## src/rtl/fc_pkg.sv

```systemverilog
// Shared types and constants for the FC output transmitter.
// Saturation limits are used when FC_BIAS_ADD_EN is defined.
package fc_pkg;

  localparam int FC_DATA_W  = 32;
  localparam int FC_NUM_OUT = 10;

  localparam logic [FC_DATA_W-1:0] FC_SAT_MAX =
    {1'b0, {(FC_DATA_W-1){1'b1}}};
  localparam logic [FC_DATA_W-1:0] FC_SAT_MIN =
    {1'b1, {(FC_DATA_W-1){1'b0}}};

  typedef enum logic [1:0] {
    IDLE   = 2'd0,
    STREAM = 2'd1,
    DONE   = 2'd2
  } fc_tx_state_t;

endpackage

```

## src/rtl/fc_stream_tx_if.sv

```systemverilog
// Write port and output stream of fc_stream_tx.
// FC_BIAS_ADD_EN adds the bias_wr_en strobe.
interface fc_stream_tx_if
  import fc_pkg::*;
#(
  parameter int DATA_W  = FC_DATA_W,
  parameter int NUM_OUT = FC_NUM_OUT
);
  localparam int AW = $clog2(NUM_OUT);

  logic              wr_en;
  logic [AW-1:0]     wr_addr;
  logic [DATA_W-1:0] wr_data;
  logic              start;
`ifdef FC_BIAS_ADD_EN
  logic              bias_wr_en;
`endif
  logic              busy;
  logic [DATA_W-1:0] data_out;
  logic              valid_out;
  logic              last_out;
  logic              done;

  modport master (
    output wr_en, wr_addr, wr_data, start,
`ifdef FC_BIAS_ADD_EN
    output bias_wr_en,
`endif
    input  busy, data_out, valid_out,
    input  last_out, done
  );

  modport slave (
    input  wr_en, wr_addr, wr_data, start,
`ifdef FC_BIAS_ADD_EN
    input  bias_wr_en,
`endif
    output busy, data_out, valid_out,
    output last_out, done
  );

endinterface

```

## src/rtl/fc_sat_add.sv

```systemverilog
// Combinational signed saturating adder for bias addition.
// Compiled only when FC_BIAS_ADD_EN is defined.
`ifdef FC_BIAS_ADD_EN
module fc_sat_add
  import fc_pkg::*;
#(
  parameter int DATA_W = FC_DATA_W
) (
  input  logic [DATA_W-1:0] i_a,
  input  logic [DATA_W-1:0] i_b,
  output logic [DATA_W-1:0] o_sum
);
  localparam logic [DATA_W-1:0] W_MAX =
    {1'b0, {(DATA_W-1){1'b1}}};
  localparam logic [DATA_W-1:0] W_MIN =
    {1'b1, {(DATA_W-1){1'b0}}};

  logic [DATA_W:0] w_sum;

  assign w_sum = {i_a[DATA_W-1], i_a}
               + {i_b[DATA_W-1], i_b};

  // Top two bits disagree only on signed overflow.
  always_comb begin
    o_sum = w_sum[DATA_W-1:0];
    if (w_sum[DATA_W] != w_sum[DATA_W-1])
      o_sum = w_sum[DATA_W] ? W_MIN : W_MAX;
  end

endmodule
`endif

```

## src/rtl/fc_stream_tx.sv

```systemverilog
// Buffers NUM_OUT accumulator words and streams them per start.
// FC_BIAS_ADD_EN adds a bias buffer and a saturating add.
module fc_stream_tx
  import fc_pkg::*;
#(
  parameter int DATA_W  = FC_DATA_W,
  parameter int NUM_OUT = FC_NUM_OUT
) (
  input  logic          clk,
  input  logic          rst_n,
  fc_stream_tx_if.slave bus
);
  localparam int AW = $clog2(NUM_OUT);
  localparam logic [AW-1:0] LAST_IDX =
    AW'(NUM_OUT - 1);
  localparam logic [AW:0] LIMIT =
    (AW+1)'(NUM_OUT);

  fc_tx_state_t r_state, w_state_nxt;

  logic [AW-1:0]     r_idx, w_idx_nxt, w_rd_idx;
  logic              w_emit, w_fin, w_wr_ok;
  logic [DATA_W-1:0] w_word;

  logic [DATA_W-1:0] r_buf [NUM_OUT];
  logic [DATA_W-1:0] r_data;
  logic              r_valid, r_busy;
  logic              r_last, r_done;

  // r_idx is the index currently on the output.
  always_comb begin
    w_state_nxt = r_state;
    w_idx_nxt   = r_idx;
    w_rd_idx    = '0;
    w_emit      = 1'b0;
    w_fin       = 1'b0;
    unique case (r_state)
      IDLE: begin
        if (bus.start) begin
          w_state_nxt = STREAM;
          w_idx_nxt   = '0;
          w_emit      = 1'b1;
        end
      end
      STREAM: begin
        if (r_idx == LAST_IDX) begin
          w_state_nxt = DONE;
          w_fin       = 1'b1;
        end else begin
          w_idx_nxt = r_idx + 1'b1;
          w_rd_idx  = r_idx + 1'b1;
          w_emit    = 1'b1;
        end
      end
      DONE:    w_state_nxt = IDLE;
      default: w_state_nxt = IDLE;
    endcase
  end

  always_ff @(posedge clk) begin
    if (!rst_n) begin
      r_state <= IDLE;
      r_idx   <= '0;
    end else begin
      r_state <= w_state_nxt;
      r_idx   <= w_idx_nxt;
    end
  end

  assign w_wr_ok = (r_state == IDLE) && !bus.start
                && ({1'b0, bus.wr_addr} < LIMIT);

  always_ff @(posedge clk) begin
    if (!rst_n) begin
      for (int i = 0; i < NUM_OUT; i++)
        r_buf[i] <= '0;
    end else if (bus.wr_en && w_wr_ok) begin
      r_buf[bus.wr_addr] <= bus.wr_data;
    end
  end

`ifdef FC_BIAS_ADD_EN
  logic [DATA_W-1:0] r_bias [NUM_OUT];

  always_ff @(posedge clk) begin
    if (!rst_n) begin
      for (int i = 0; i < NUM_OUT; i++)
        r_bias[i] <= '0;
    end else if (bus.bias_wr_en && w_wr_ok) begin
      r_bias[bus.wr_addr] <= bus.wr_data;
    end
  end

  fc_sat_add #(.DATA_W(DATA_W)) u_sat (
    .i_a   (r_buf[w_rd_idx]),
    .i_b   (r_bias[w_rd_idx]),
    .o_sum (w_word)
  );
`else
  assign w_word = r_buf[w_rd_idx];
`endif

  always_ff @(posedge clk) begin
    if (!rst_n) begin
      r_data  <= '0;
      r_valid <= 1'b0;
      r_busy  <= 1'b0;
      r_last  <= 1'b0;
      r_done  <= 1'b0;
    end else begin
      r_valid <= w_emit;
      r_busy  <= w_emit;
      r_last  <= w_emit && (w_rd_idx == LAST_IDX);
      r_done  <= w_fin;
      if (w_emit)
        r_data <= w_word;
    end
  end

  assign bus.data_out  = r_data;
  assign bus.valid_out = r_valid;
  assign bus.busy      = r_busy;
  assign bus.last_out  = r_last;
  assign bus.done      = r_done;

endmodule
```

## src/flat_wrapper.sv

```systemverilog
// flat-port wrapper written by rule: the top's interface ports become plain ports
module fc_stream_tx_flat import fc_pkg::*;
#(
  parameter int DATA_W  = FC_DATA_W,
  parameter int NUM_OUT = FC_NUM_OUT
)
  (clk, rst_n, bus_wr_en, bus_wr_addr, bus_wr_data, bus_start, bus_busy, bus_data_out, bus_valid_out, bus_last_out, bus_done);
  fc_stream_tx_if #(.DATA_W(DATA_W), .NUM_OUT(NUM_OUT)) bus_i ();
  input  logic clk;
  input  logic rst_n;
  input wire logic [$bits(bus_i.wr_en)-1:0] bus_wr_en;
  input wire logic [$bits(bus_i.wr_addr)-1:0] bus_wr_addr;
  input wire logic [$bits(bus_i.wr_data)-1:0] bus_wr_data;
  input wire logic [$bits(bus_i.start)-1:0] bus_start;
  output wire logic [$bits(bus_i.busy)-1:0] bus_busy;
  output wire logic [$bits(bus_i.data_out)-1:0] bus_data_out;
  output wire logic [$bits(bus_i.valid_out)-1:0] bus_valid_out;
  output wire logic [$bits(bus_i.last_out)-1:0] bus_last_out;
  output wire logic [$bits(bus_i.done)-1:0] bus_done;
  assign bus_i.wr_en = bus_wr_en;
  assign bus_i.wr_addr = bus_wr_addr;
  assign bus_i.wr_data = bus_wr_data;
  assign bus_i.start = bus_start;
  assign bus_busy = bus_i.busy;
  assign bus_data_out = bus_i.data_out;
  assign bus_valid_out = bus_i.valid_out;
  assign bus_last_out = bus_i.last_out;
  assign bus_done = bus_i.done;
  fc_stream_tx #(.DATA_W(DATA_W), .NUM_OUT(NUM_OUT)) u_core (.clk(clk), .rst_n(rst_n), .bus(bus_i));
endmodule
```

## config.mk

```make
export PLATFORM = sky130hd
export DESIGN_NAME = fc_stream_tx_flat
export DESIGN_NICKNAME = d
export VERILOG_FILES = /design/src/rtl/fc_pkg.sv /design/src/rtl/fc_stream_tx_if.sv /design/src/rtl/fc_sat_add.sv /design/src/rtl/fc_stream_tx.sv /design/src/flat_wrapper.sv
export SDC_FILE = /design/constraint.sdc
export NUM_CORES = 1
export LEC_CHECK = 0
export BUFFER_PORTS_ARGS = -buffer_cell sky130_fd_sc_hd__buf_2
export CAP_MARGIN = 20
export CORE_MARGIN = 4
export CORE_UTILIZATION = 46
export DETAILED_ROUTE_END_ITERATION = 12
export HOLD_SLACK_MARGIN = 0.15
export SLEW_MARGIN = 10
export SYNTH_ARGS = -nofsm -noshare
export SYNTH_HDL_FRONTEND = slang
export SYNTH_HIERARCHICAL = 1
export SYNTH_SLANG_ARGS = --single-unit
```

## constraint.sdc

```tcl
create_clock -name clk -period 5.4 [get_ports clk]
set_clock_uncertainty 0.1 [all_clocks]
set_input_delay 0.27 -clock clk [delete_from_list [all_inputs] [get_ports clk]]
set_output_delay 0.27 -clock clk [all_outputs]
set_load 0.01 [all_outputs]
```

Word level (Yosys, flattened, before mapping)

Memories as Yosys holds them, arrays and structs flattened. A register that Yosys moved wholly into a read port is not among the register bits.
Index checks and enable logic that the tools add are counted.

Eq/ne operators: 6
$add $sub $neg: 1
Reduce and logical (&&, ||, !) cells: 12
Mux-type cells: 19
Magnitude comparators: 1

Operator list:

| operator            | number |
|---|---|
| $mux 32             | 1 |
| $reduce_or 32->1    | 1 |
| $mux 4              | 5 |
| $eq 4x4->1 const B  | 2 |
| $mux 1              | 8 |
| $pmux 4 s2          | 1 |
| $add 4x1->4 const B | 1 |
| $logic_and 1x1->1   | 4 |
| $lt 4x4->1 const B  | 1 |
| $mux 2              | 2 |
| $ne 2x2->1 const B  | 2 |
| $pmux 2 s2          | 1 |
| $reduce_and 2->1    | 2 |
| $reduce_and 3->1    | 1 |
| $eq 2x1->1 const B  | 1 |
| $logic_not 1->1     | 2 |
| $logic_not 2->1     | 1 |
| $ne 2x1->1 const B  | 1 |
| $pmux 1 s2          | 1 |
| $reduce_bool 2->1   | 1 |

Logic and storage cells: 45
Output and inout port bits: 36
RAM bits: 320
Memories: 1
Register bits after elaboration: 9

Memory list:

| memory       | depth | width | read ports | clocked after Yosys merged registers in | write ports | line               | text |
|---|---|---|---|---|---|---|---|
| u_core.r_buf | 10    | 32    | 1          | 1                                       | 10          | fc_stream_tx.sv:25 | `logic [DATA_W-1:0] r_buf [NUM_OUT];` |

Depth between registers and ports, before layout

Word-level depth: 9
Mapped depth: 11
Mapped depth without buffers: 8

Least setup slack after synthesis

OpenSTA, ideal clock, no wires.

Kind: flip-flop to flip-flop
Start point: register u_core.r_state[1]
End point: memory u_core/r_buf[8][0] (netlist name) (enable)
Stages on the path, launching flop included: 9
Data required time: 4.911 ns
Setup time: 0.389 ns
Path buffers: 2
Clock period less this slack: 2.873 ns
Data arrival time: 2.384 ns
Slack: 2.527 ns
Cell sequence: dfxtp_1 nor4b_1 and3_1 buf_2 and2b_1 nor2b_1 nand2_1 clkbuf_1 nand2_1

RTL lines:

| item                   | line               | text |
|---|---|---|
| from (decl)            | fc_stream_tx.sv:19 | `fc_tx_state_t r_state, w_state_nxt;` |
| from (signal assigned) | fc_stream_tx.sv:65 | `r_state <= w_state_nxt;` |
| to (decl)              | fc_stream_tx.sv:25 |  |

Final worst setup path

Start point: register u_core.r_idx[0]
End point: register u_core.r_data[28], in the netlist u_core/bus.data_out[28], read port of u_core.r_buf

Cells in the longest elaborated chain, start to end: 3
Elaborated cells between the ends (all ways): 6
Those cells by class: add/sub (1); eq/ne (1); mux (4)

Ends and longest elaborated chain:

| item                                      | line                                   | text |
|---|---|---|
| from (decl)                               | fc_stream_tx.sv:21                     | `logic [AW-1:0] r_idx, w_idx_nxt, w_rd_idx;` |
| from (signal assigned)                    | fc_stream_tx.sv:66                     | `r_idx <= w_idx_nxt;` |
| $add 4x1->4 or $eq 4x4->1 (tied branches) | fc_stream_tx.sv:51, fc_stream_tx.sv:46 |  |
| $mux 4 or $mux 1 (tied branches)          | fc_stream_tx.sv:46                     | `if (r_idx == LAST_IDX) begin` |
| $mux 4 or $pmux 1 s2 (tied branches)      | fc_stream_tx.sv:37                     | `unique case (r_state)` |
| to (decl)                                 | fc_stream_tx.sv:26                     | `logic [DATA_W-1:0] r_data;` |

Several ways; a longest one is shown, not always the timed one.
A chain may end at the register's enable or synchronous reset.

==> impl_results.md <==
* Crit Path Max Fanout at 62
* Diode count at 0
* Cell Area, Synth at 23430 sq um
* Max clock buf depth at 3
* Worst Path Buf+Inv at 2
* Root Driver: clkbuf_16
* Main synth FF type: edfxtp_1
* Core area at 50270 sq um
* Post-CTS Resized at 0
* Post-layout net count at 2256
* Antenna-violating nets left at 0
* Die ar. at 54600 sq um
* Die X at 233.7 microns
* Vias in the first global route at 16140
* Leak at 9.910 nW
* Fraction of registers with async set/reset at 0
* CTS buffer count at 58
* Peak supply drop at 0.2604 mV
* Pre-antenna DRT Iters at 5
* Gr usage total at 0.2371
* Number of flops mapped to enable cells by yosys at 512
* Crit path launch type: flip-flop
* CP required at 5.78 ns
* Outcome: completed
* Remaining DRCs at 0
* Fmax at 269.2 MHz
* Mapped Cells at 1984
* Routed len/inst at 22.04 microns
* Antenna violations before repair at 3
* H-tree depth at 2
* CP arrival at 4.10 ns
* Fin Hold WS at 0.1722 ns
* Setup TNS Final at 0 ns
* Worst-path cell chain: buf_4 > or3_2 > buf_4 > o21ai_0 > a21oi_1 > o21a_1 > o211ai_1
* Crit-path most repeated cell: buf_4
* Largest stage delay, worst path at 0.79 ns
* GPL Wtd Cong at 0.7930
* PortBufs at 75
* Row count at 82
* Post-DP HPWL at 36.36 mm
* Vias at 16220
* Height of the die at 233.7 microns
* Post-synthesis cell type count at 44
* Mean Syn Cell Area at 11.81 sq um
* RSZ-0062 raised after global routing: false
* Post-synthesis sequential area ratio at 0.6913
* Delay-heaviest family, CP: buffers and inverters
* Drt total wl at 64.69 mm
* P per Cell Area at 350.7 nW/um^2
* Setup Viol. Count Final at 0
* Layout cell share with drive strength beyond 1 at 0.09677
* #FFs+latches synth at 553
* Hold/Removal Path Class: input port to flip-flop
* Max Cap Viol at 0
* First-pass GRT wire length at 97.68 mm
* Setup CP Type: flip-flop to flip-flop
* CP Capture Type: flip-flop
* Pin count of the biggest net entering global routing at 130
* Starting Density at 0.4660
* Clock transition at the registers of the reported paths at 0.06 ns
* Initial DRC Count at 1474
* Clk sinks at 553
* Worst-Margin Slew at 1.143 ns
* Ys Warns at 6
* # IOs at 76
* Part of the cycle the worst path needs at 0.6880
* Final std cells w/o fill at 2935
* Clock Latency Late Sink at 0.61 ns
* Hold Vio Cnt, Final at 0
* Minimum clock period at 3.715 ns
* Util after Layout at 0.5401
* Placed cell count at 2818
* Slew headroom at 0.2378
* Max stage delay cell, worst path: buf_4
* Avg Vias per Cell at 5.527
* Remaining global-route overflow at 0
* Max-slew violations at 0
* CTS tree: built
* Layout area overhead at 15.90%
-- cell usage in the layout (no fill, tap or decap), types with 31 or more instances in the layout --
| master | Yosys | final |
|---|---|---|
| o2111ai_1 | 62 | 62 |
| nor2b_1 | 35 | 35 |
| a32oi_1 | 31 | 31 |
| nor3_1 | 95 | 95 |
| clkbuf_16 | 0 | 61 |
| buf_4 | 1 | 34 |
| nand3_1 | 36 | 36 |
| edfxtp_1 | 512 | 512 |
| a21oi_1 | 38 | 38 |
| a2111oi_0 | 31 | 31 |
| inv_1 | 36 | 36 |
| dfxtp_1 | 41 | 40 |
| buf_2 | 19 | 75 |
| o21ai_0 | 92 | 92 |
| nor2_1 | 424 | 424 |
| mux2i_1 | 93 | 93 |
| conb_1 | 1 | 192 |
| nand2_1 | 276 | 273 |
-- power breakdown --
group          internal [mW]  switching (mW)  leakage [nW]
clock                   2.32            1.63         0.942
sequential              4.85          0.0748          5.60
combinational          0.192           0.468          3.37
total                   7.35            2.17          9.91
-- final cells by class --
class                   count  area (sq um)
fillers                  4455         23120
clock buffers              89          1752
multi-input cells        1442          7253
inverters                  37         138.9
well taps                 672         840.8
flip-flops and latches    553         16200
repair buffers            122         820.8
clock inverters            20         146.4
-- synth_stat cells (4+ instances only) --
cell / count / area share
a21oi_1: 38 / 0.0081
nor3_1: 95 / 0.020
nor2_1: 424 / 0.068
inv_1: 36 / 0.0058
buf_2: 19 / 0.0041
buf_6: 5 / 0.0024
nand4_1: 4 / 0.0011
buf_1: 9 / 0.0014
edfxtp_1: 512 / 0.66
a2111oi_0: 31 / 0.012
mux2i_1: 93 / 0.040
nor2b_1: 35 / 0.0093
o21ai_1: 5 / 0.0011
o2111ai_1: 62 / 0.023
nand3_1: 36 / 0.0077
dfxtp_1: 41 / 0.035
nand2_1: 276 / 0.044
o21ai_0: 92 / 0.020
a32oi_1: 31 / 0.012
clkbuf_1: 108 / 0.017
-- per-layer routing --
| metal | global-route usage | part of all wire | wire length [microns] | vias to the layer above |
|---|---|---|---|---|
| met5 | 0 | 0.00036 | 23 | - |
| met4 | 0.07519 | 0.027 | 1727 | 6 |
| met1 | 0.3171 | 0.41 | 26550 | 8082 |
| met3 | 0.04390 | 0.078 | 5067 | 116 |
| met2 | 0.3947 | 0.48 | 31320 | 604 |
| li1 | - | - | - | 7413 |
-- final timing paths --
| kind | start | end | slack, ns | depth (start not counted) |
|---|---|---|---|---|
| setup / recovery | u_core/r_idx[0]$_SDFFE_PN0P_ | u_core/bus.data_out[28]$_SDFFE_PN0P_ | 1.68 | 7 |
| setup reg to reg | u_core/r_idx[0]$_SDFFE_PN0P_ | u_core/bus.data_out[28]$_SDFFE_PN0P_ | 1.68 | 7 |
| hold / removal | bus_wr_data[25] | u_core/r_buf[6][25]$_SDFFCE_PN0P_ | 0.17 | 3 |
| hold reg to reg | u_core/r_idx[1]$_SDFFE_PN0P_ | u_core/r_idx[1]$_SDFFE_PN0P_ | 0.39 | 2 |
-- tightest hold or removal path, stage by stage --
cell and delay, ns:
buf_2 0.08, nand2_1 0.23, nor2_1 0.17
-- state kept, by name (all words and copies together) (netlist names) --
signal	count
u_core/r_buf	512
u_core/bus.data_out	32
u_core/r_idx	4
u_core/r_state	2
u_core/bus.busy	1
u_core/bus.done	1
u_core/bus.last_out	1
-- kinds of logic after synthesis --
kind of cell | synth area share
compound gates | 0.07760
fa+ha+maj | 0.001068
buf+inv | 0.03167
flops | 0.6913
mux | 0.04166
other cells | 0.0001601
simple gates | 0.1565
-- repair_timing --
item,in CTS,in global routing
hold buffers,7,0
hold endpoints to repair,32,0
setup buffers,0,0
-- through the flow --
stage / power (mW) / setup slack [ns] / cell area (sq um)
detailed placement: 5.661 / 1.709 / 25160
floorplan: 5.398 / 2.527 / 24140
CTS: 9.587 / 1.682 / 27130
finish: 9.523 / 1.685 / 27150
global route: 9.842 / 1.431 / 27150
global placement: 5.649 / 1.665 / 25160
Power figures use the tool's default switching activity.
